### src/rtl/mul_div_unit.sv
// Iterative RV64M multiply/divide unit. It processes one bit per cycle using
// shift-add multiplication and restoring division on operand magnitudes, then
// applies sign correction in a final FIX state.
module mul_div_unit #(
  parameter int WORDSIZE = 64
) (
  input  logic                clk,
  input  logic                rst_n,
  input  logic                start,
  input  logic [2:0]          op,
  input  logic [WORDSIZE-1:0] operand_a,
  input  logic [WORDSIZE-1:0] operand_b,
  input  logic                flush,
  output logic                busy,
  output logic                done,
  output logic [WORDSIZE-1:0] result
);

  localparam int CW = $clog2(WORDSIZE);
  localparam logic [CW-1:0]         CNT_LAST = CW'(WORDSIZE - 1);
  localparam logic [WORDSIZE-1:0]   ZERO     = '0;
  localparam logic [WORDSIZE-1:0]   ALL_ONES = '1;
  localparam logic [WORDSIZE-1:0]   ONE      = {{(WORDSIZE-1){1'b0}}, 1'b1};
  localparam logic [2*WORDSIZE-1:0] ONE2     = {{(2*WORDSIZE-1){1'b0}}, 1'b1};
  localparam logic [WORDSIZE-1:0]   MOST_NEG = {1'b1, {(WORDSIZE-1){1'b0}}};
  localparam logic [2:0]            OP_MUL   = 3'b000;

  typedef enum logic [1:0] {S_IDLE, S_CALC, S_FIX, S_DONE} state_t;

  state_t                state_q, state_d;
  logic [2:0]            op_q, op_d;
  logic                  sign_a_q, sign_a_d;
  logic                  sign_b_q, sign_b_d;
  logic                  special_q, special_d;
  logic [CW-1:0]         counter_q, counter_d;
  // Product accumulator for multiplies; {remainder, quotient/dividend} for divides.
  // A special-case result is parked in the low half until FIX.
  logic [2*WORDSIZE-1:0] acc_q, acc_d;
  logic [WORDSIZE-1:0]   opa_q, opa_d;
  logic [WORDSIZE-1:0]   opb_q, opb_d;
  logic [WORDSIZE-1:0]   result_q, result_d;
  logic                  busy_q, busy_d;
  logic                  done_q, done_d;

  logic                  a_signed, b_signed, sa, sb, is_div;
  logic [WORDSIZE-1:0]   amag, bmag;
  logic [WORDSIZE:0]     sum, rem_sh, diff;
  logic [2*WORDSIZE-1:0] prod;

  function automatic logic [WORDSIZE-1:0] neg_if(input logic [WORDSIZE-1:0] v,
                                                 input logic n);
    return n ? (~v + ONE) : v;
  endfunction

  // Next-state, datapath iteration and result selection.
  always_comb begin
    state_d   = state_q;
    op_d      = op_q;
    sign_a_d  = sign_a_q;
    sign_b_d  = sign_b_q;
    special_d = special_q;
    counter_d = counter_q;
    acc_d     = acc_q;
    opa_d     = opa_q;
    opb_d     = opb_q;
    result_d  = result_q;
    is_div    = op[2];
    a_signed  = is_div ? ~op[0] : (op[1:0] != 2'b11);
    b_signed  = is_div ? ~op[0] : ~op[1];
    sa        = a_signed & operand_a[WORDSIZE-1];
    sb        = b_signed & operand_b[WORDSIZE-1];
    amag      = neg_if(operand_a, sa);
    bmag      = neg_if(operand_b, sb);
    sum       = '0;
    rem_sh    = '0;
    diff      = '0;
    prod      = '0;
    if (flush) begin
      state_d = S_IDLE;
    end else begin
      case (state_q)
        S_IDLE, S_DONE: begin
          if (start) begin
            op_d      = op;
            sign_a_d  = sa;
            sign_b_d  = sb;
            opa_d     = amag;
            opb_d     = bmag;
            counter_d = '0;
            special_d = 1'b0;
            if (is_div && operand_b == ZERO) begin
              special_d = 1'b1;
              acc_d     = {ZERO, (op[1] ? operand_a : ALL_ONES)};
              state_d   = S_FIX;
            end else if (is_div && !op[0] && operand_a == MOST_NEG && operand_b == ALL_ONES) begin
              special_d = 1'b1;
              acc_d     = {ZERO, (op[1] ? ZERO : operand_a)};
              state_d   = S_FIX;
            end else begin
              acc_d   = {ZERO, (is_div ? amag : bmag)};
              state_d = S_CALC;
            end
          end else begin
            state_d = S_IDLE;
          end
        end
        S_CALC: begin
          if (!op_q[2]) begin
            sum   = {1'b0, acc_q[2*WORDSIZE-1:WORDSIZE]} + {1'b0, (acc_q[0] ? opa_q : ZERO)};
            acc_d = {sum, acc_q[WORDSIZE-1:1]};
          end else begin
            rem_sh = acc_q[2*WORDSIZE-1:WORDSIZE-1];
            diff   = rem_sh - {1'b0, opb_q};
            if (!diff[WORDSIZE]) acc_d = {diff[WORDSIZE-1:0], acc_q[WORDSIZE-2:0], 1'b1};
            else                 acc_d = {rem_sh[WORDSIZE-1:0], acc_q[WORDSIZE-2:0], 1'b0};
          end
          counter_d = counter_q + CW'(1);
          if (counter_q == CNT_LAST) state_d = S_FIX;
        end
        S_FIX: begin
          if (special_q) begin
            result_d = acc_q[WORDSIZE-1:0];
          end else if (!op_q[2]) begin
            prod     = (sign_a_q ^ sign_b_q) ? (~acc_q + ONE2) : acc_q;
            result_d = (op_q == OP_MUL) ? prod[WORDSIZE-1:0] : prod[2*WORDSIZE-1:WORDSIZE];
          end else if (!op_q[1]) begin
            result_d = neg_if(acc_q[WORDSIZE-1:0], sign_a_q ^ sign_b_q);
          end else begin
            result_d = neg_if(acc_q[2*WORDSIZE-1:WORDSIZE], sign_a_q);
          end
          state_d = S_DONE;
        end
        default: state_d = S_IDLE;
      endcase
    end
    busy_d = (state_d == S_CALC) || (state_d == S_FIX);
    done_d = (state_d == S_DONE);
  end

  // State, datapath and registered outputs.
  always_ff @(posedge clk or negedge rst_n) begin
    if (!rst_n) begin
      state_q   <= S_IDLE;
      op_q      <= '0;
      sign_a_q  <= 1'b0;
      sign_b_q  <= 1'b0;
      special_q <= 1'b0;
      counter_q <= '0;
      acc_q     <= '0;
      opa_q     <= '0;
      opb_q     <= '0;
      result_q  <= '0;
      busy_q    <= 1'b0;
      done_q    <= 1'b0;
    end else begin
      state_q   <= state_d;
      op_q      <= op_d;
      sign_a_q  <= sign_a_d;
      sign_b_q  <= sign_b_d;
      special_q <= special_d;
      counter_q <= counter_d;
      acc_q     <= acc_d;
      opa_q     <= opa_d;
      opb_q     <= opb_d;
      result_q  <= result_d;
      busy_q    <= busy_d;
      done_q    <= done_d;
    end
  end

  assign busy   = busy_q;
  assign done   = done_q;
  assign result = result_q;

endmodule

### config.mk
export PLATFORM = sky130hd
export DESIGN_NAME = mul_div_unit
export DESIGN_NICKNAME = d
export VERILOG_FILES = /design/src/rtl/mul_div_unit.sv
export SDC_FILE = /design/constraint.sdc
export NUM_CORES = 2
export LEC_CHECK = 0
export ABC_AREA = 1
export CORE_ASPECT_RATIO = 1.5
export CORE_UTILIZATION = 50
export DETAILED_ROUTE_END_ITERATION = 10
export HOLD_SLACK_MARGIN = 0.05
export PLACE_DENSITY = 0.71
export SLEW_MARGIN = 20
export SYNTH_ARGS = -nofsm -noshare
export SYNTH_HDL_FRONTEND = slang
export SYNTH_SLANG_ARGS = --single-unit
### constraint.sdc
create_clock -name clk -period 3.2 [get_ports clk]
set_input_delay 0.96 -clock clk [delete_from_list [all_inputs] [get_ports clk]]
set_output_delay 0.96 -clock clk [all_outputs]
set_load 0.05 [all_outputs]
==> results of run 1 <==
==> routing by layer <==
metal,GRT overflow,GRT usage (%)
met1,0,65.5
met2,3,89.1
met3,0,38.1
met4,0,71.0
met5,0,6.29
==> metrics by stage <==
stage | std cells | instance area, um2 | hold WS [ns] | utilization (%)
3_3_place_gp | 9449 | 51200 | 0.460 | 62.8
3_5_place_dp | 9449 | 51200 | 0.464 | 62.8
4_1_cts | 9519 | 52600 | 0.282 | 64.5
2_1_floorplan | 7500 | 41400 | 0.449 | -
==> logic make-up after synthesis <==
group                      count (synthesis)  synth area share, %
adders and majority gates                139                 4.24
and+or+nand+nor                         4568                 46.7
DFF                                      336                 20.3
buffers and inverters                   1267                 12.0
xor gates and xnor gates                 127                 2.69
AOI/OAI and AO/OA                       1063                 14.0
==> repair_timing <==
| action | CTS |
|---|---|
| gates resized for setup | 2 |
| buffers inserted | 1 |
| setup endpoints to repair | 5 |
==> impl_results.md, run 1 <==
* Flops & latches, synth at 336
* Stop err: [ERROR GRT-0232] Routing congestion too high. Check the congestion heatmap in the GUI.
* Post-synth top area share at 21.7%
* Ranking of synthesized cells by area: nand2_1 22%, dfrtp_1 20%, nand3_1 11%
* Die X at 237 um
* Top cells by count, synth: 2392 x nand2_1, 956 x inv_1, 905 x nor2_1, 896 x nand3_1, 427 x a21oi_1
* DPL Wire Length at 204 mm
* Clk root buf: clkbuf_16
* Predominant post-synthesis flop cell: dfrtp_1
* Async S/R FF share, synth at 100%
* Mean Syn Cell Area at 5.51 um2
* CTS sink cnt at 336
* Cells after Synth at 7500
* Total CTS buffers at 38
* H-tree depth at 2
* Post-CTS Hold Buffers at 0
* Unique masters post-synth at 59
* Post-Syn Nets at 7774
* Top Ports at 201
* Yosys warnings at 0
* Gpl congestion at 1.28
* Port bufs at 200
* Last stage: global routing (5_1_grt)
* Status: did not finish
* Post-synth EDFFs at 0
* Site Rows at 128
* Count leader, synth: nand2_1
* Area leader, netlist: nand2_1
* All-layer global routing usage at 65.3%
* GRT overflow at 3
* Worst slack, placed at -0.615 ns
* Max clock buf depth at 3
* Die H at 354 um
* Initial Util at 50.7%
* Largest net degree at the start of global routing at 138
* Post-Syn Area at 41400 um2
* Register area share after synthesis at 20.3%
==> run 2: changes to the inputs <==
--- a/config.mk
+++ b/config.mk
@@ -6,11 +6,9 @@
 export NUM_CORES = 2
 export LEC_CHECK = 0
 export ABC_AREA = 1
-export CORE_ASPECT_RATIO = 1.5
-export CORE_UTILIZATION = 50
+export CORE_UTILIZATION = 35
 export DETAILED_ROUTE_END_ITERATION = 10
-export HOLD_SLACK_MARGIN = 0.05
-export PLACE_DENSITY = 0.71
+export PLACE_DENSITY_LB_ADDON = 0.15
 export SLEW_MARGIN = 20
 export SYNTH_ARGS = -nofsm -noshare
 export SYNTH_HDL_FRONTEND = slang
==> constraint.sdc (replaced) <==
create_clock -name clk -period 4.2 [get_ports clk]
set_input_delay 1.26 -clock clk [delete_from_list [all_inputs] [get_ports clk]]
set_output_delay 1.26 -clock clk [all_outputs]
set_load 0.05 [all_outputs]
==> run 2 against run 1 <==
The run now ends clean; synthesized area unchanged; synthesized cell count unchanged.
==> impl_results.md, run 2 <==
* Status: complete, no violations
* Unique masters post-synth at 59 (unchanged)
* Top cells by count, synth: 2392 x nand2_1, 956 x inv_1, 905 x nor2_1, 896 x nand3_1, 427 x a21oi_1
* Routed Antenna Nets at 0
* Gpl congestion at 1.15 (-11%)
* Post-synth EDFFs at 0 (unchanged)
* Slew Limit Fails at 0
* Initial antenna violation count at 8
* Layout cells sized above 1 at 7.88%
* Dpl cells at 9335 (-1.2%)
* Total CTS buffers at 46 (+21%)
* Post-CTS sizing at 0 (-2)
* Flops & latches, synth at 336 (unchanged)
* Top Ports at 201 (unchanged)
* Non-Filler Instances at 9423
* Register area share after synthesis at 20.3% (unchanged)
* Slew headroom at 25.8%
* Met2 wire len at 104 mm
* RSZ-0062 raised after global routing: false
* Post-Syn Area at 41400 um2 (unchanged)
* # DRC at 0
* Via density at 5.77
* Initial DRC Count at 8297
* First-pass GRT wire length at 371 mm
* Fillers at 13100
* Most frequent cells in the layout: 2390 x nand2_1, 954 x inv_1, 904 x nor2_1, 895 x nand3_1, 427 x a21oi_1
* Final setup fails at 0
* DRT Pass-1 Iters at 8
* CTS clock-pin slew for the worst setup and hold paths at 0.06 ns
* Layout Nets at 8133
* Die area at 120000 um2
* Switching part of the total power at 53.9%
* Total length of routed met3 wires at 32.3 mm
* CP Data Required Time at 4.74 ns
* Worst-skew pair later-pin latency at 0.66 ns
* All-layer global routing usage at 43.5%
* Commonest non-fill, non-tap cell in the layout: nand2_1
* Area leader, netlist: nand2_1
* Mean Syn Cell Area at 5.51 um2 (unchanged)
* Crit. End Element: flop
* Vias after detailed routing at 54300
* Clk root buf: clkbuf_16
* Vias in the first global route at 49300
* Part of the power in combinational logic at 56.7%
* Final Critical Period at 3.98 ns
* Yosys warnings at 0 (unchanged)
* Crit-path max FO at 5
* Count leader, synth: nand2_1
* Postcts setup bufs at 0 (-1)
* Core area at 117000 um2
* Async S/R FF share, synth at 100% (unchanged)
* Worst Hold Class: reg -> reg
* Cells after Synth at 7500 (unchanged)
* Final Cycle Share at 94.9%
* CP arrival at 4.52 ns
* Fmax at 0.251 GHz
* CTS tree: built
* Final core occ at 41.9%
* Ranking of synthesized cells by area: nand2_1 22%, dfrtp_1 20%, nand3_1 11%
* Post-Syn Nets at 7774 (unchanged)
* GRT overflow at 0
* Top reg by flops: acc_q
* Predominant post-synthesis flop cell: dfrtp_1
* CP Class: reg -> reg
* Final Hold Fails at 0
* Post-CTS Hold Buffers at 0 (unchanged)
* Max clock buf depth at 3 (unchanged)
* Site Rows at 125 (-2.3%)
* Top Layer Used: met5
* CTS sink cnt at 336 (unchanged)
* Port bufs at 200 (unchanged)
* Internal at 9.41 mW
* Die X at 346 um (+46%)
* Sw Pwr at 11.0 mW
* Slew @ Worst Pin at 1.11 ns
* WL final at 269 mm
* Sequential Power Share at 21.9%
* Clock Skews at 0.0132 ns
* Setup TNS at 0 ns
* Power share of the clock group at 21.4%
* DPL Wire Length at 223 mm (+9.4%)
* Max Cap Viol at 0
* DR WL/cell at 28.5 um
* VDD IR max at 0.304 mV
* Lkg Pwr at 24.9 nW
* Largest net degree at the start of global routing at 192
* Startpoint types: flop
* Power per cell area at 417 nW/um2
* H-tree depth at 2 (unchanged)
* Die H at 346 um (-2.4%)
* Wl on met1 at 116 mm
* Post-synth top area share at 21.7% (unchanged)
* Max FFs per register at 128
* Initial Util at 35.4% (-15 points)
* Synthesis-to-finish area growth at 18.3%
==> run 2: layer usage <==
layer	vias to the layer above	global-route usage [%]
met5	-	0
met4	4	23.4
met3	562	12.8
met2	3409	59.5
met1	25500	60.5
li1	24900	-
==> run 2: path summary, 6_finish.rpt <==
kind	start	to	slack (ns)	depth (start not counted)
max reg2reg	acc_q[55]	result[27]	0.22	13
max	acc_q[55]	result[27]	0.22	13
min	result[59]	result[59]	0.47	2
max in group asynchronous	rst_n	acc_q[33]	2.70	2
min reg2reg	result[59]	result[59]	0.47	2
min in group asynchronous	rst_n	result[51]	0.59	1
==> run 2: critical path, stage by stage, from the launching register on <==
cell	delay [ns]
dfrtp_1	0.55
inv_1	0.40
buf_4	0.22
nand2_1	0.06
nor3_1	0.44
nand3_1	0.39
nor2_1	0.19
nand2_1	0.31
o21ai_1	0.50
nor2_1	0.07
o21ai_0	0.16
nand2_1	0.26
nand2_1	0.21
nand2_1	0.07
==> run 2: cells by family after synthesis <==
| logic type | count (synthesis) | share of synthesized area, % |
|---|---|---|
| DFF | 336 | 20.3 |
| buffers and inverters | 1267 | 12.0 |
| xor gates and xnor gates | 127 | 2.69 |
| AOI/OAI and AO/OA | 1063 | 14.0 |
| adders and majority gates | 139 | 4.24 |
| and+or+nand+nor | 4568 | 46.7 |
==> run 2: stage by stage <==
step / hold slack, ns / total power [mW] / cell area [um2] / setup WS, ns
2_1_floorplan: 0.449 / 10.3 / 41400 / 1.14
3_3_place_gp: 0.463 / 15.4 / 47300 / -0.105
3_5_place_dp: 0.464 / 15.4 / 47300 / -0.0349
4_1_cts: 0.480 / 19.8 / 48900 / 0.577
5_1_grt: 0.495 / 21.1 / 48900 / 0.426
6_report: 0.473 / 20.4 / 48900 / 0.216
==> run 2: layout make-up <==
| class | instances | area [um2] | share of cell area (%) |
|---|---|---|---|
| Antenna cell | 6 | 15.0 | 0.0307 |
| Sequential cell | 336 | 8420 | 17.2 |
| Tap cell | 1524 | 1910 | 3.90 |
| Timing Repair Buffer | 577 | 5170 | 10.6 |
| Clock inverter | 18 | 303 | 0.619 |
| Inverter | 1001 | 3760 | 7.70 |
| Multi-Input combinational cell | 5897 | 28000 | 57.3 |
| Clock buffer | 64 | 1310 | 2.68 |
==> run 2: power groups by stage <==
| stage | Clock (mW) | Combinational, mW | Sequential [mW] |
|---|---|---|---|
| 2_1_floorplan | 0 | 6.15 | 4.14 |
| 3_3_place_gp | 0 | 10.9 | 4.48 |
| 3_5_place_dp | 0 | 10.9 | 4.48 |
| 4_1_cts | 4.41 | 11.0 | 4.42 |
| 5_1_grt | 4.54 | 12.1 | 4.47 |
| 6_report | 4.37 | 11.6 | 4.47 |
Power figures use the tool's default switching activity.
